### src/rtl/alu_pkg.sv
// Shared ALU-control definitions: op codes, main-control encodings, funct3 values
// and the buffered entry layout used between ID and EX.
package alu_pkg;

  localparam int unsigned XLEN = 64;
  localparam int unsigned RD_W = 5;

  localparam logic [3:0] ALU_AND = 4'b0000;
  localparam logic [3:0] ALU_OR  = 4'b0001;
  localparam logic [3:0] ALU_ADD = 4'b0010;
  localparam logic [3:0] ALU_SUB = 4'b0110;
  localparam logic [3:0] ALU_NOR = 4'b1100;
  localparam logic [3:0] ALU_SLL = 4'b1111;

  localparam logic [1:0] MAIN_MEM = 2'b00;
  localparam logic [1:0] MAIN_BR  = 2'b01;
  localparam logic [1:0] MAIN_R   = 2'b10;

  localparam logic [2:0] F3_ADDSUB = 3'b000;
  localparam logic [2:0] F3_SLL    = 3'b001;
  localparam logic [2:0] F3_OR     = 3'b110;
  localparam logic [2:0] F3_AND    = 3'b111;

  typedef struct packed {
    logic [3:0]      op;
    logic [XLEN-1:0] a;
    logic [XLEN-1:0] b;
    logic [RD_W-1:0] rd;
    logic            illegal;
  } alu_entry_t;

  localparam alu_entry_t ENTRY_RESET = '{op: ALU_ADD, a: '0, b: '0, rd: '0, illegal: 1'b0};

endpackage

### src/rtl/alu_ctrl_decode.sv
// Combinational ALU control decode: (main_op, funct3, funct7b5) -> (alu_op, illegal).
module alu_ctrl_decode
  import alu_pkg::*;
(
  input  logic [1:0] main_op,
  input  logic [2:0] funct3,
  input  logic       funct7b5,
  output logic [3:0] alu_op,
  output logic       illegal
);

  always_comb begin
    alu_op  = ALU_ADD;
    illegal = 1'b0;
    case (main_op)
      MAIN_MEM: alu_op = ALU_ADD;
      MAIN_BR:  alu_op = ALU_SUB;
      MAIN_R: begin
        case (funct3)
          F3_ADDSUB: alu_op = funct7b5 ? ALU_SUB : ALU_ADD;
          F3_AND:    alu_op = ALU_AND;
          F3_OR:     alu_op = ALU_OR;
          F3_SLL:    alu_op = ALU_SLL;
          default:   illegal = 1'b1;
        endcase
      end
      default: illegal = 1'b1;
    endcase
  end

endmodule

### src/rtl/alu_ctrl_issue.sv
// ID->EX issue stage: decodes ALU control and buffers up to two entries (head + skid)
// behind valid/ready handshakes, with a registered in_ready and a flush.
module alu_ctrl_issue
  import alu_pkg::*;
(
  input  logic            clk,
  input  logic            reset,
  input  logic            flush,
  input  logic            in_valid,
  output logic            in_ready,
  input  logic [1:0]      in_main_op,
  input  logic [2:0]      in_funct3,
  input  logic            in_funct7b5,
  input  logic [XLEN-1:0] in_a,
  input  logic [XLEN-1:0] in_b,
  input  logic [RD_W-1:0] in_rd,
  output logic            out_valid,
  input  logic            out_ready,
  output logic [3:0]      out_alu_op,
  output logic [XLEN-1:0] out_a,
  output logic [XLEN-1:0] out_b,
  output logic [RD_W-1:0] out_rd,
  output logic            out_illegal
);

  logic [3:0] dec_op;
  logic       dec_illegal;

  alu_ctrl_decode u_decode (
    .main_op  (in_main_op),
    .funct3   (in_funct3),
    .funct7b5 (in_funct7b5),
    .alu_op   (dec_op),
    .illegal  (dec_illegal)
  );

  alu_entry_t new_entry;
  alu_entry_t head_q, head_d, skid_q, skid_d;
  logic [1:0] count_q, count_d;
  logic       in_ready_q, in_ready_d;
  logic       push, pop;

  assign new_entry = '{op: dec_op, a: in_a, b: in_b, rd: in_rd, illegal: dec_illegal};

  assign out_valid = (count_q != 2'd0);
  assign in_ready  = in_ready_q;
  // Flush wins over any transfer offered in the same cycle.
  assign push      = in_valid && in_ready_q && !flush;
  assign pop       = out_valid && out_ready;

  always_comb begin
    head_d  = head_q;
    skid_d  = skid_q;
    count_d = count_q;
    if (flush) begin
      count_d = 2'd0;
    end else begin
      case ({push, pop})
        2'b10: begin
          if (count_q == 2'd0) head_d = new_entry;
          else                 skid_d = new_entry;
          count_d = count_q + 2'd1;
        end
        2'b01: begin
          if (count_q == 2'd2) head_d = skid_q;
          count_d = count_q - 2'd1;
        end
        // Push+pop only happens at count 1 (in_ready excludes 2): new entry becomes head.
        2'b11: head_d = new_entry;
        default: ;
      endcase
    end
    in_ready_d = (count_d != 2'd2);
  end

  always_ff @(posedge clk or posedge reset) begin
    if (reset) begin
      head_q     <= ENTRY_RESET;
      skid_q     <= ENTRY_RESET;
      count_q    <= 2'd0;
      in_ready_q <= 1'b1;
    end else begin
      head_q     <= head_d;
      skid_q     <= skid_d;
      count_q    <= count_d;
      in_ready_q <= in_ready_d;
    end
  end

  assign out_alu_op  = head_q.op;
  assign out_a       = head_q.a;
  assign out_b       = head_q.b;
  assign out_rd      = head_q.rd;
  assign out_illegal = head_q.illegal;

endmodule

### config.mk
export PLATFORM = sky130hd
export DESIGN_NAME = alu_ctrl_issue
export DESIGN_NICKNAME = d
export VERILOG_FILES = /design/src/rtl/alu_pkg.sv /design/src/rtl/alu_ctrl_decode.sv /design/src/rtl/alu_ctrl_issue.sv
export SDC_FILE = /design/constraint.sdc
export NUM_CORES = 1
export LEC_CHECK = 0
export BUFFER_PORTS_ARGS = -buffer_cell sky130_fd_sc_hd__buf_4
export CAP_MARGIN = 20
export CORE_MARGIN = 2
export CORE_UTILIZATION = 30
export CTS_CLUSTER_SIZE = 40
export DETAILED_ROUTE_END_ITERATION = 8
export GPL_ROUTABILITY_DRIVEN = 0
export HOLD_SLACK_MARGIN = 0.12
export PLACE_DENSITY = 0.51
export SLEW_MARGIN = 40
export SYNTH_ARGS = -nofsm -noshare
export SYNTH_HDL_FRONTEND = slang
export SYNTH_SLANG_ARGS = --single-unit
### constraint.sdc
create_clock -name clk -period 17.5 [get_ports clk]
set_clock_uncertainty 0.1 [all_clocks]
set_input_delay 4.375 -clock clk [delete_from_list [all_inputs] [get_ports clk]]
set_output_delay 4.375 -clock clk [all_outputs]
set_load 0.02 [all_outputs]
# After elaboration in Yosys (flattened, before gate mapping)
# Index checks and enable logic that the tools add are counted.
totals:
  regBits: 279
  input_bits: 144
  output_inout_bits: 140
  wordCells: 51
classes:
  add_sub_neg: 2
  n_eq_ne: 12
  muxes: 10
  bitwise_logic: 2
  n_reduce_logical: 13
ops:
  columns: ["cell", "count"]
  rows:
  - ["138-bit case mux with 3 select lines", 1]
  - ["138-bit two-way mux", 2]
  - ["4-bit case mux with 4 select lines", 1]
  - ["2-bit equality test, second input constant", 4]
  - ["4-bit case mux with 2 select lines", 1]
  - ["3-bit equality test, second input constant", 2]
  - ["2-bit != test, second input constant", 3]
  - ["2-bit by 1-bit equality test with 1-bit output, second input constant", 2]
  - ["2-bit zero test", 2]
  - ["2-bit case mux with 2 select lines", 1]
  - ["4-bit AND reduction", 1]
  - ["4-bit OR reduction", 1]
  - ["3-bit by 1-bit equality test with 1-bit output, second input constant", 1]
  - ["1-bit logical AND", 3]
  - ["3-bit zero test", 1]
  - ["3-bit two-way mux", 1]
  - ["3-bit AND reduction", 1]
  - ["3-bit nonzero test", 1]
  - ["2-bit by 1-bit adder with 2-bit output, second input constant", 1]
  - ["2-bit two-way mux", 1]
  - ["1-bit NOT", 2]
  - ["1-bit case mux with 2 select lines", 1]
  - ["2-bit nonzero test", 1]
  - ["2-bit OR reduction", 1]
  - ["other kinds (3)", 3]

# Depth between registers and ports, before layout
logic_depth:
  ltp_word: 6
  mapped_depth: 11
  depth_no_buf: 7

# Cells and area by module
# Synthesis repeated with hierarchy kept, for this count alone.
unflattened:
  hier_cells: 779
  area_unflattened_um2: 12781.0
by_module_without_submodules:
  columns: ["module", "n_inst", "cells_each", "area_each_um2", "seq_area_each_um2"]
  rows:
  - ["alu_ctrl_issue", 1, 760, 12649.6, 6985.4]
  - ["alu_ctrl_decode", 1, 19, 131.4, 0.0]

# Least setup slack after synthesis
# OpenSTA, ideal clock, no wires.
synth_path:
  path_type: "input-to-reg"
  startpoint: "in flush"
  endpoint: "reg head_q, in the netlist out_a[59]"
  setup_time_ns: 0.127
  arrival_time_ns: 6.227
  t_required_ns: 17.273
  slack_ns: 11.046
  path_stages: 9
  path_buffers: 4
  path_cell_list: "nand3b_1 ha_1 buf_2 or3_4 o22ai_2 buf_4 buf_8 buf_12 mux2_1"
synth_via:
  elab_chain_cells: 5
  word_cells_on_any_way: 11
  classes_between: "eq/ne (5); mux (1); bitwise (1); reduce/logical (4)"
synth_rtl:
  columns: ["item", "line", "source"]
  rows:
  - ["start: declaration", "alu_ctrl_issue.sv:8", "input logic flush,"]
  - ["1-bit zero test", "alu_ctrl_issue.sv:48", "assign push = in_valid && in_ready_q && !flush;"]
  - ["1-bit logical AND", "alu_ctrl_issue.sv:48", null]
  - ["2-bit by 1-bit equality test with 1-bit output / 2-bit equality test (equally long branches)", "alu_ctrl_issue.sv:58", "case ({push, pop})"]
  - ["2-bit != test (no source line) / 3-bit nonzero test (equally long branches)", null, null]
  - ["4-bit AND reduction (no source line)", null, null]
  - ["end signal: assignment", "alu_ctrl_issue.sv:78", "head_q <= ENTRY_RESET;"]
  - ["end signal: assignment", "alu_ctrl_issue.sv:83", "head_q <= head_d;"]
  - ["end: declaration", "alu_ctrl_issue.sv:38", "alu_entry_t head_q, head_d, skid_q, skid_d;"]
# Parallel ways exist; a longest one is shown, timed or not.
# A chain may end at the register's enable or synchronous reset.

# Final worst setup path
layout_path:
  startpoint: "in flush"
  endpoint: "reg head_q, in the netlist out_b[58]"
# The elaborated chain is that of the path after synthesis.

==> metrics <==
Post-CTS Hold Buffers=0; grt ovf=0; placed cells=1,572; final setup TNS=0 ns; Routed Antenna Nets=0; cts bufs inserted=35; Nets=1,226; FFs w/ async S/R, synth=100%; synthesized area=0.0124 mm2; Max stage delay on crit path=0.56 ns; syn_nets=about 940; final wirelength=29,200 um; post-synth top area cell=dfrtp_1; max cap viols=0; CTS sink cnt=279; initial antenna violation count=0; Design Power=2.94 mW; vias in the first global route=8,086; Overall Global Routing Usage=13.6%; CTS resizes=0; Hold Startpoint=out_alu_op[1]; initial drt markers=roughly 190; Post-synth EDFFs=0; Hold Crit Class=reg -> reg; DR WL/cell=about 18 um; cells after synthesis=793; CTS tree=done; Crit path top cell by count=buf_4; Buf/Inv on CP=4; Reg clk slew, reported paths=0.05 ns; cells along the critical path=buf_4 -> nand3b_1 -> ha_4 -> buf_4 -> or3_4 -> o22ai_4 -> buf_8 -> buf_6 -> mux2_2; CORE AREA=between 0.04 and 0.05 mm2; Setup Fix Bufs, Post-CTS=0; share of the synthesized area in the top cell type=a little under three fifths; final count of pins violating max slew=0; n_diodes=0; post-synthesis cell type count=43; Achievable Freq=133 MHz; slew of the pin with the lowest slew margin=between 0.8 and 0.9 ns; Die W=207 um; H-tree levels=2; FF+latch count, synth=279; Top FF cell, synth=dfrtp_1; vias=7,509; share of cells above drive strength 1=65.6%; first-pass GRT wire length=45,600 um; RSZ-0062 raised after global routing=false; final worst path period need=between 7 and 8 ns; Worst Setup Start Kind=input port; worst-path maximum fanout=64; Clk Latency, worst-skew pair=0.53 ns; area grow syn2layout=30.2%; Clock Tree Buf Depth=3; std cell rows=74; root buf cell=clkbuf_16; DRC errors left=0; syn_area_per_cell=15.6 um2; Initial Util=a little under a third; final-report hold violation count=0; drt first pass iters=4; Crit Path Category=in -> reg; most frequent cell after synthesis=mux2_2; largest cells by area after synthesis=dfrtp_1 56%, mux2_2 33%, mux2_1 3.4%, buf_6 0.91%, buf_12 0.65%; Die ar.=0.0428 mm2; Die Ht=207 um; synth warn=0; CP arrival=7.84 ns; hpwl dp=between 15,000 and 20,000 um; crit share post-route=43.0%; worst r2r src=count_q[0]; Finished Layout Cells=1,634; reported leakage power=between 7 and 8 nW; fillers=3,931; Setup crit start=flush; VDD IR max=0.0000785 V; power density cells=183 mW/mm2; Seq/Total Area, Yosys=56.5%; cell family with the largest share of critical-path delay=buffers and inverters; Slew Limit Headroom=46.6%; final setup vio count=0; vias per cell=4.60; Commonest cells post-synth=364 x mux2_2, 276 x dfrtp_1, 37 x mux2_1, 13 x clkbuf_1, 11 x inv_1; status=completed; Critical-path top delay cell=buf_6; Buffers on Ports=283; largest net degree at the start of global routing=~110; Ports=284; critical path capture point type=flip-flop; Critical Path RT=around 18 ns
-- flip-flops by register name (all words and copies together) (netlist names) --
register / cells
out_alu_op: 4
out_a: 64
out_illegal: 1
skid_q: 138
out_rd: 5
out_b: 64
count_q: 2
in_ready: 1
-- logic make-up (layout without fill, tap and decap cells) --
family | after synthesis | in the layout | synth area share (%)
compound gates | 25 | 25 | 1.53
xor+xnor | 3 | 3 | 0.213
fa+ha+maj | 5 | 5 | 0.506
buf+inv | 57 | 366 | 3.33
flops | 279 | 279 | 56.5
mux | 406 | 406 | 37.0
simple gates | 18 | 18 | 0.932
-- cells in the final DEF (no fill, tap or decap), drive strengths merged, types with 2 or more instances in the layout --
cell    Yosys  layout
mux2      401     401
buf        33     293
dfrtp     276     276
clkbuf     13      56
inv        11      10
mux2i       5       5
ha          5       5
a21oi       4       4
o21ai       4       4
clkinv      0       4
nand2       3       3
o31ai       3       3
dfstp       3       3
or2         3       3
nand3b      2       2
nor3        2       2
a211o       2       2
a211oi      2       2
o221ai      2       2
xor2        2       2
bufinv      0       2
or3         2       2
-- path summary, 6_finish.rpt --
path                                       to  slack, ns  cells after the start
max in group asynchronous           out_a[36]      11.87                      4
worst max-delay path                out_b[58]       9.97                      9
min in group asynchronous          skid_q[57]       3.81                      2
worst min-delay path            out_alu_op[1]       0.37                      2
worst max register to register      out_b[58]      13.49                     10
worst min register to register  out_alu_op[1]       0.37                      2
-- metal layers --
metal	vias up	part of all wire, %	global-route usage [%]
met5	-	0	0
met4	0	2.6	5.12
met3	47	8.2	4.90
met2	188	46	21.6
met1	3840	43	17.1
li1	3434	-	-
-- cell type report --
class,count,area (um2),area share (%)
Clock buffer,56,1090,6.76
Clock inverter,6,82.6,0.513
Timing Repair Buffer,293,2230,13.9
Tap cell,532,666,4.14
Inverter,11,53.8,0.334
Sequential cell,279,6990,43.4
Multi-Input combinational cell,457,4980,31.0
-- worst reg2reg max path: stages (launching register included) --
cell and delay [ns]:
dfrtp_1 0.46, or2_2 0.34, nand2_1 0.11, inv_1 0.07
ha_4 0.32, buf_4 0.44, or3_4 0.47, o22ai_4 0.34
buf_8 0.24, buf_6 0.57, mux2_2 0.45
-- power breakdown --
part	switching [mW]	leakage, nW	total, mW	internal, mW
Combinational	0.518	3.30	1.10	0.584
Clock	0.275	0.573	0.729	0.454
Sequential	0.152	3.39	1.11	0.962
-- stage by stage --
| stage | area, um2 | hold WS (ns) | setup slack [ns] | utilization (%) |
|---|---|---|---|---|
| CTS | 16100 | 0.379 | 9.88 | 39.5 |
| global placement | 14900 | 0.357 | 8.88 | 36.5 |
| global route | 16100 | 0.404 | 9.69 | 39.5 |
| finish | 16100 | 0.370 | 9.97 | 39.5 |
| detailed placement | 14900 | 0.371 | 9.30 | 36.6 |
| floorplan | 12400 | 0.370 | 5.34 | - |
Note: power is estimated with default switching activity, not from simulation.
